File: config.mk
export PLATFORM = sky130hd
export DESIGN_NAME = serializador_entrada
export DESIGN_NICKNAME = d
export VERILOG_FILES = /design/src/rtl/serializador_entrada.sv
export SDC_FILE = /design/constraint.sdc
export NUM_CORES = 1
export LEC_CHECK = 0
export CAP_MARGIN = 20
export CORE_MARGIN = 1.5
export CORE_UTILIZATION = 30
export CTS_BUF_LIST = sky130_fd_sc_hd__clkbuf_16
export DETAILED_ROUTE_END_ITERATION = 8
export SKIP_CTS_REPAIR_TIMING = 1
export SYNTH_ARGS = -nofsm -noshare
export SYNTH_HDL_FRONTEND = slang
export SYNTH_SLANG_ARGS = --single-unit
File: constraint.sdc
create_clock -name clk -period 1.8 [get_ports clk]
set_clock_uncertainty 0.1 [all_clocks]
set_input_delay 0.27 -clock clk [delete_from_list [all_inputs] [get_ports clk]]
set_output_delay 0.27 -clock clk [all_outputs]
set_load 0.02 [all_outputs]
File: src/rtl/serializador_entrada.sv
// serializador_entrada
// ----------------------------------------------------------------------------
// Parallel-to-serial stage feeding the serial input x of a sequence detector.
// A WIDTH-bit word is accepted through a valid/ready handshake, shifted out one
// bit per clk, and followed by GAP_CYCLES forced zeros. Because the detector
// returns to its initial state on x=0, the zero run frames consecutive words.
//
// Handshake: a word is accepted on a rising clk edge where load && ready.
// ready is high only while idle. load while ready=0 is ignored, and nothing
// is buffered.
//
// Ports:
//   clk      in   system clock, all logic on posedge
//   reset    in   synchronous, active-high reset (priority over everything)
//   data_in  in   [WIDTH-1:0] parallel word, sampled only at the accept edge
//   load     in   data_in valid
//   ready    out  high in IDLE; a word can be accepted
//   x        out  serial bit stream; 0 whenever no data bit is shown
//   busy     out  high in SHIFT and GAP
//   last     out  high during the cycle x carries the final bit of a word
//
// All outputs decode registered state only; there is no combinational path
// from load or data_in to any output. The FSM state is held in state_q.
// ----------------------------------------------------------------------------
module serializador_entrada #(
    parameter int WIDTH      = 8,
    parameter bit MSB_FIRST  = 1'b1,
    parameter int GAP_CYCLES = 2
) (
    input  logic             clk,
    input  logic             reset,
    input  logic [WIDTH-1:0] data_in,
    input  logic             load,
    output logic             ready,
    output logic             x,
    output logic             busy,
    output logic             last
);

    localparam int CNT_W = $clog2(WIDTH);
    localparam logic [CNT_W-1:0] LAST_IDX = CNT_W'(WIDTH - 1);
    // With GAP_CYCLES=0 the GAP state is never entered, so this value is unused.
    localparam logic [3:0] GAP_LAST = (GAP_CYCLES > 0) ? 4'(GAP_CYCLES - 1) : 4'd0;

    typedef enum logic [1:0] {
        ST_IDLE  = 2'd0,
        ST_SHIFT = 2'd1,
        ST_GAP   = 2'd2
    } state_t;

    state_t           state_q, state_d;
    logic [WIDTH-1:0] sr_q, sr_d;
    logic [CNT_W-1:0] bit_cnt_q, bit_cnt_d;
    logic [3:0]       gap_cnt_q, gap_cnt_d;

    always_ff @(posedge clk) begin
        if (reset) begin
            state_q   <= ST_IDLE;
            sr_q      <= '0;
            bit_cnt_q <= '0;
            gap_cnt_q <= '0;
        end else begin
            state_q   <= state_d;
            sr_q      <= sr_d;
            bit_cnt_q <= bit_cnt_d;
            gap_cnt_q <= gap_cnt_d;
        end
    end

    always_comb begin
        state_d   = state_q;
        sr_d      = sr_q;
        bit_cnt_d = bit_cnt_q;
        gap_cnt_d = gap_cnt_q;

        case (state_q)
            ST_IDLE: begin
                if (load) begin
                    sr_d      = data_in;
                    bit_cnt_d = '0;
                    gap_cnt_d = '0;
                    state_d   = ST_SHIFT;
                end
            end

            ST_SHIFT: begin
                if (bit_cnt_q == LAST_IDX) begin
                    bit_cnt_d = '0;
                    gap_cnt_d = '0;
                    state_d   = (GAP_CYCLES > 0) ? ST_GAP : ST_IDLE;
                end else begin
                    bit_cnt_d = bit_cnt_q + 1'b1;
                    // The output bit always sits at a fixed end of the register;
                    // shift the next bit into that position.
                    if (MSB_FIRST) begin
                        sr_d = {sr_q[WIDTH-2:0], 1'b0};
                    end else begin
                        sr_d = {1'b0, sr_q[WIDTH-1:1]};
                    end
                end
            end

            ST_GAP: begin
                if (gap_cnt_q == GAP_LAST) begin
                    bit_cnt_d = '0;
                    gap_cnt_d = '0;
                    state_d   = ST_IDLE;
                end else begin
                    gap_cnt_d = gap_cnt_q + 4'd1;
                end
            end

            default: begin
                bit_cnt_d = '0;
                gap_cnt_d = '0;
                state_d   = ST_IDLE;
            end
        endcase
    end

    assign ready = (state_q == ST_IDLE);
    assign busy  = (state_q == ST_SHIFT) || (state_q == ST_GAP);
    assign last  = (state_q == ST_SHIFT) && (bit_cnt_q == LAST_IDX);
    assign x     = (state_q == ST_SHIFT) ? (MSB_FIRST ? sr_q[WIDTH-1] : sr_q[0]) : 1'b0;

endmodule

# After elaboration in Yosys (flattened, before gate mapping)
# Index checks and enable logic that the tools add are counted.
# classes
n_addsub,2
n_bitwise,0
mul,0
shifts,0
div_mod_pow,0
n_reduce_logical,8
n_lt_le_gt_ge,0
mux,16
eq_ne,8
# op_table
cell,n
two-way mux 8 bit,2
one-hot mux 8 bit (2 select lines),1
two-way mux 4 bit,3
one-hot mux 4 bit (3 select lines),1
two-way mux 3 bit,3
one-hot mux 3 bit (3 select lines),1
"inequality test 2 bit, second input constant",4
two-way mux 2 bit,3
one-hot mux 2 bit (3 select lines),1
AND reduction 3 bit,2
"adder 4 x 1 -> 4 bit, second input constant",1
"== test 4 x 1 -> 1 bit, second input constant",1
AND reduction 2 bit,2
"adder 3 x 1 -> 3 bit, second input constant",1
"== test 3 bit, second input constant",1
"== test 2 x 1 -> 1 bit, second input constant",1
"== test 2 bit, second input constant",1
zero test 2 bit,1
nonzero test 2 bit,1
logical AND 1 bit,1
logical OR 1 bit,1
two-way mux 1 bit,1
# word_totals
in_bits,11
memories,0
latchBits,0
ram_bits,0
rom_bits,0
regBits,17
word_cells,38

# Logic depth before layout (Yosys ltp)
# logic_depth
ltp_word,3
ltp_mapped,8
mapped_depth_nobuf,6

# Least setup slack after synthesis
# No wires, ideal clock.
# synth_timing
kind,register to register
start,register state_q[0]
end,register sr_q[1]
stages_incl_launch_ff,8
period_less_slack_ns,1.790
t_arrival_ns,1.604
setup_ns,0.086
setup_slack_ns,0.010
required_time_ns,1.614
cell_sequence,dfxtp_1 > inv_1 > ha_1 > nand2b_1 > o211a_1 > buf_1 > nor2_1 > a211oi_1
# synth_between
elab_chain_len,3
# synth_lines
item,line_no,text
start: declaration,51,"state_t state_q, state_d;"
start signal: assignment,63,state_q <= state_d;
zero test 2 bit (*),n/a,
via ready,34,"output logic ready,"
inequality test 2 bit (no line) / nonzero test 2 bit (equally long branches),n/a,
AND reduction 3 bit (no line),n/a,
end signal: assignment,64,sr_q <= sr_d;
end: declaration,52,"logic [WIDTH-1:0] sr_q, sr_d;"
# The timed path passes the listed nets; every way through them passes the cells marked *.
# A chain may end at the register's enable or synchronous reset.

# Worst setup path after layout
# layout_timing
start,register bit_cnt_q[0]
end,register gap_cnt_q[1]
# layout_between
elab_chain_len,3
# layout_lines
item,line_no,text
start: declaration,53,"logic [CNT_W-1:0] bit_cnt_q, bit_cnt_d;"
start signal: assignment,65,bit_cnt_q <= bit_cnt_d;
== test 3 bit,87,if (bit_cnt_q == LAST_IDX) begin
inequality test 2 bit (no line),n/a,
AND reduction 2 bit (no line),n/a,
end signal: assignment,66,gap_cnt_q <= gap_cnt_d;
end: declaration,54,"logic [3:0] gap_cnt_q, gap_cnt_d;"
# Every way passes these cells.

==> results.cfg <==
[clock_tree]
cts_made_buffers = 3
insertion_delay_ns = 0.25
cts_tree = done
cts.sinks = 17
cts.clk_slew.worst_paths_ns = 0.05
htreeDepth = 1
clockBufferDepth = 2
cts-root-buf = clkbuf_16

[cells_and_area]
area_growth_pct = 47.14
finalNetCount = 149
layout-drive-gt1-share_pct = 25.38
fill_cells = 274
finish.instance_area_mm2 = 0.001351
n_antenna_cell = 0

[setup_path]
rrSetupSlack_ns = 0.03
criticalPathCategory = reg -> reg
r2r-end = gap_cnt_q[1]
rr_worst_depth = 6
endpoint = gap_cnt_q[1]
r2r_start = bit_cnt_q[0]
crit_fanout = 3
required_ns = 1.89
cp-startpoint = bit_cnt_q[0]
cp_data_arrival_time_ns = 1.86
worst_setup_path_end_kind = flip-flop
start_kind = flip-flop

[synthesis]
ys_seq_elements = 17
avgSynthCellArea_um2 = 9.004
async_flop_share_pct = 0
seq_area_frac_synth_pct = 37.06
synth_edf_count = 0
synth_nets = 120
yosysWarnings = 0
synthFlopType = dfxtp_1
synthCells = 102
ys_types = 26
netlist_area_um2 = 918.4

[global_route]
grt_max_degree = 18
antenna_found_initial = 0
grt_first_pass_wirelength_mm = 3.567
grt_usage_pct = 13.70
grt_overflow = 0
grt_pass1_vias = 801

[hold_path]
hold_class = reg -> reg

[floorplan]
die_h_um = 58.33
fp.dieW_um = 58.33
start_util_pct = 32.46
fp-row-count = 19
core_mm2 = 0.002829
ios = 15
dieArea_mm2 = 0.003402

[power_and_ir_drop]
clkPwrFrac_pct = 22.1
intPower_mw = 1.332
p_leak_nw = 0.5910
switching_power_mw = 0.7180
seqPwrFrac_pct = 26.5
p_per_area_mw_per_mm2 = 1517
p_comb_share_pct = 51.3
ir_drop_v = 0.0004857
power.total_mw = 2.050
p_sw_share_pct = 35.02

[timing]
fmax_ghz = 0.5642
finalSetupViolCount = 0
period_minus_slack_ns = 1.772
slew_headroom_pct = 85.02
tightest_slew_ns = 0.2243
hold_viol_final = 0
rsz0062_at_grt = true
slew_viol_final = 0
period_share_pct = 98.47

[drt]
num_vias = 809
drc = 0
avgRoutedWirePerCell_um = 12.96
drt-pass1-iter-count = 4
via_per_inst = 5.025
wirelength_mm = 2.086
ant_nets = 0
drtIter0Drc = 19

[placement]
io_buffers = 14
dp_hpwl_mm = 1.474
place.gp.congestion = 0.8046
dpl-instance-area_mm2 = 0.001202

[run_status]
run_status = completed

[run]
maxCapViolCount = 0
==> placed cells by master (no fill, tap or decap), types with 2 or more instances in the layout <==
cell and count:
nand2b_1 4, nand3_2 2, o21ai_0 6, nor2_1 14, ha_1 4, dlymetal6s2s_1 4, a211oi_1 7, buf_4 14
and2_1 3, clkbuf_16 3, clkdlybuf4s50_1 10, mux2i_1 10, ha_2 2, inv_1 2, a21oi_1 3, nor2b_1 2
dfxtp_1 16, nand2_1 3, nand3_1 2, a21oi_2 2
==> logic make-up (layout without fill, tap and decap cells) <==
| logic type | Yosys count | in the layout | share of synthesized area (%) |
|---|---|---|---|
| flops | 17 | 17 | 37.06 |
| mux | 10 | 10 | 10.90 |
| buf+inv | 8 | 36 | 3.405 |
| compound gates | 23 | 23 | 17.58 |
| fa+ha+maj | 7 | 7 | 9.536 |
| simple gates | 37 | 37 | 21.53 |
==> stage by stage <==
stage | utilization, % | hold slack (ns) | cells | setup slack, ns | TNS, ns
after floorplan | - | 0.3494 | 102 | 0.01049 | 0
after global placement | 42.50 | 0.3611 | 157 | -0.04961 | -0.08919
after detailed placement | 42.50 | 0.3765 | 157 | -0.1042 | -0.2226
after CTS | 45.33 | 0.3865 | 161 | -0.3093 | -0.9546
after global routing | 47.77 | 0.4225 | 161 | -0.06438 | -0.08616
final | 47.77 | 0.3883 | 161 | 0.02751 | 0
==> critical path, cell delays in order (launching register included) <==
cell and delay (ns):
dfxtp_1 0.33, ha_1 0.19, ha_2 0.21, nand2b_4 0.13, nand3_2 0.09, or4b_1 0.53
a21oi_2 0.12
==> area by class of cell <==
| class | instances | area (µm²) | share of cell area [%] |
|---|---|---|---|
| Inverter | 3 | 11.26 | 0.8333 |
| Timing Repair Buffer | 29 | 275.3 | 20.37 |
| Sequential cell | 17 | 341.6 | 25.28 |
| Clock inverter | 1 | 5.005 | 0.3704 |
| Clock buffer | 3 | 75.07 | 5.556 |
| Multi-Input combinational cell | 77 | 604.3 | 44.72 |
| Tap cell | 31 | 38.79 | 2.870 |
==> sequential cells by signal, summed over array words and instances (netlist names) <==
signal / cells
state_q: 2
bit_cnt_q: 3
sr_q: 8
gap_cnt_q: 4
==> cell usage after synthesis, drive strengths merged, types with 3 or more instances <==
cell type / n / share of area (%)
a211oi: 8 / 7.9
a21oi: 6 / 3.7
and2: 3 / 2.0
clkbuf: 3 / 1.2
dfxtp: 17 / 37
ha: 7 / 9.5
inv: 3 / 1.2
mux2i: 10 / 11
nand2: 3 / 1.2
nand2b: 5 / 3.4
nand3: 4 / 2.2
nor2: 14 / 5.7
nor2b: 3 / 2.0
o21ai: 6 / 3.3
==> how the worst min path moves through the flow <==
stage | startpoint | end | slack, ns | cells past startpoint
5_1_grt | bit_cnt_q[1] | bit_cnt_q[1] | 0.42 | 2
4_1_cts | bit_cnt_q[1] | bit_cnt_q[1] | 0.39 | 2
6_report | bit_cnt_q[1] | bit_cnt_q[1] | 0.39 | 2
2_1_floorplan | bit_cnt_q[1] | bit_cnt_q[1] | 0.35 | 2
3_5_place_dp | bit_cnt_q[1] | bit_cnt_q[1] | 0.38 | 2
3_3_place_gp | bit_cnt_q[1] | bit_cnt_q[1] | 0.36 | 2
==> power by group through the flow <==
stage / combinational (mW) / sequential [mW] / clock [mW]
after floorplan: 0.592 / 0.535 / 0
after global placement: 0.972 / 0.542 / 0
after detailed placement: 0.985 / 0.546 / 0
after CTS: 0.993 / 0.541 / 0.463
after global routing: 1.17 / 0.558 / 0.481
final: 1.05 / 0.544 / 0.454
==> per-layer routing <==
metal,vias to the layer above,global-route usage (%),part of all wire [%]
met1,384,18.96,49
li1,415,-,-
met3,2,2.198,2.4
met5,-,0,0
met2,8,20.55,47
met4,0,6.977,1.3
Power figures use the tool's default switching activity.
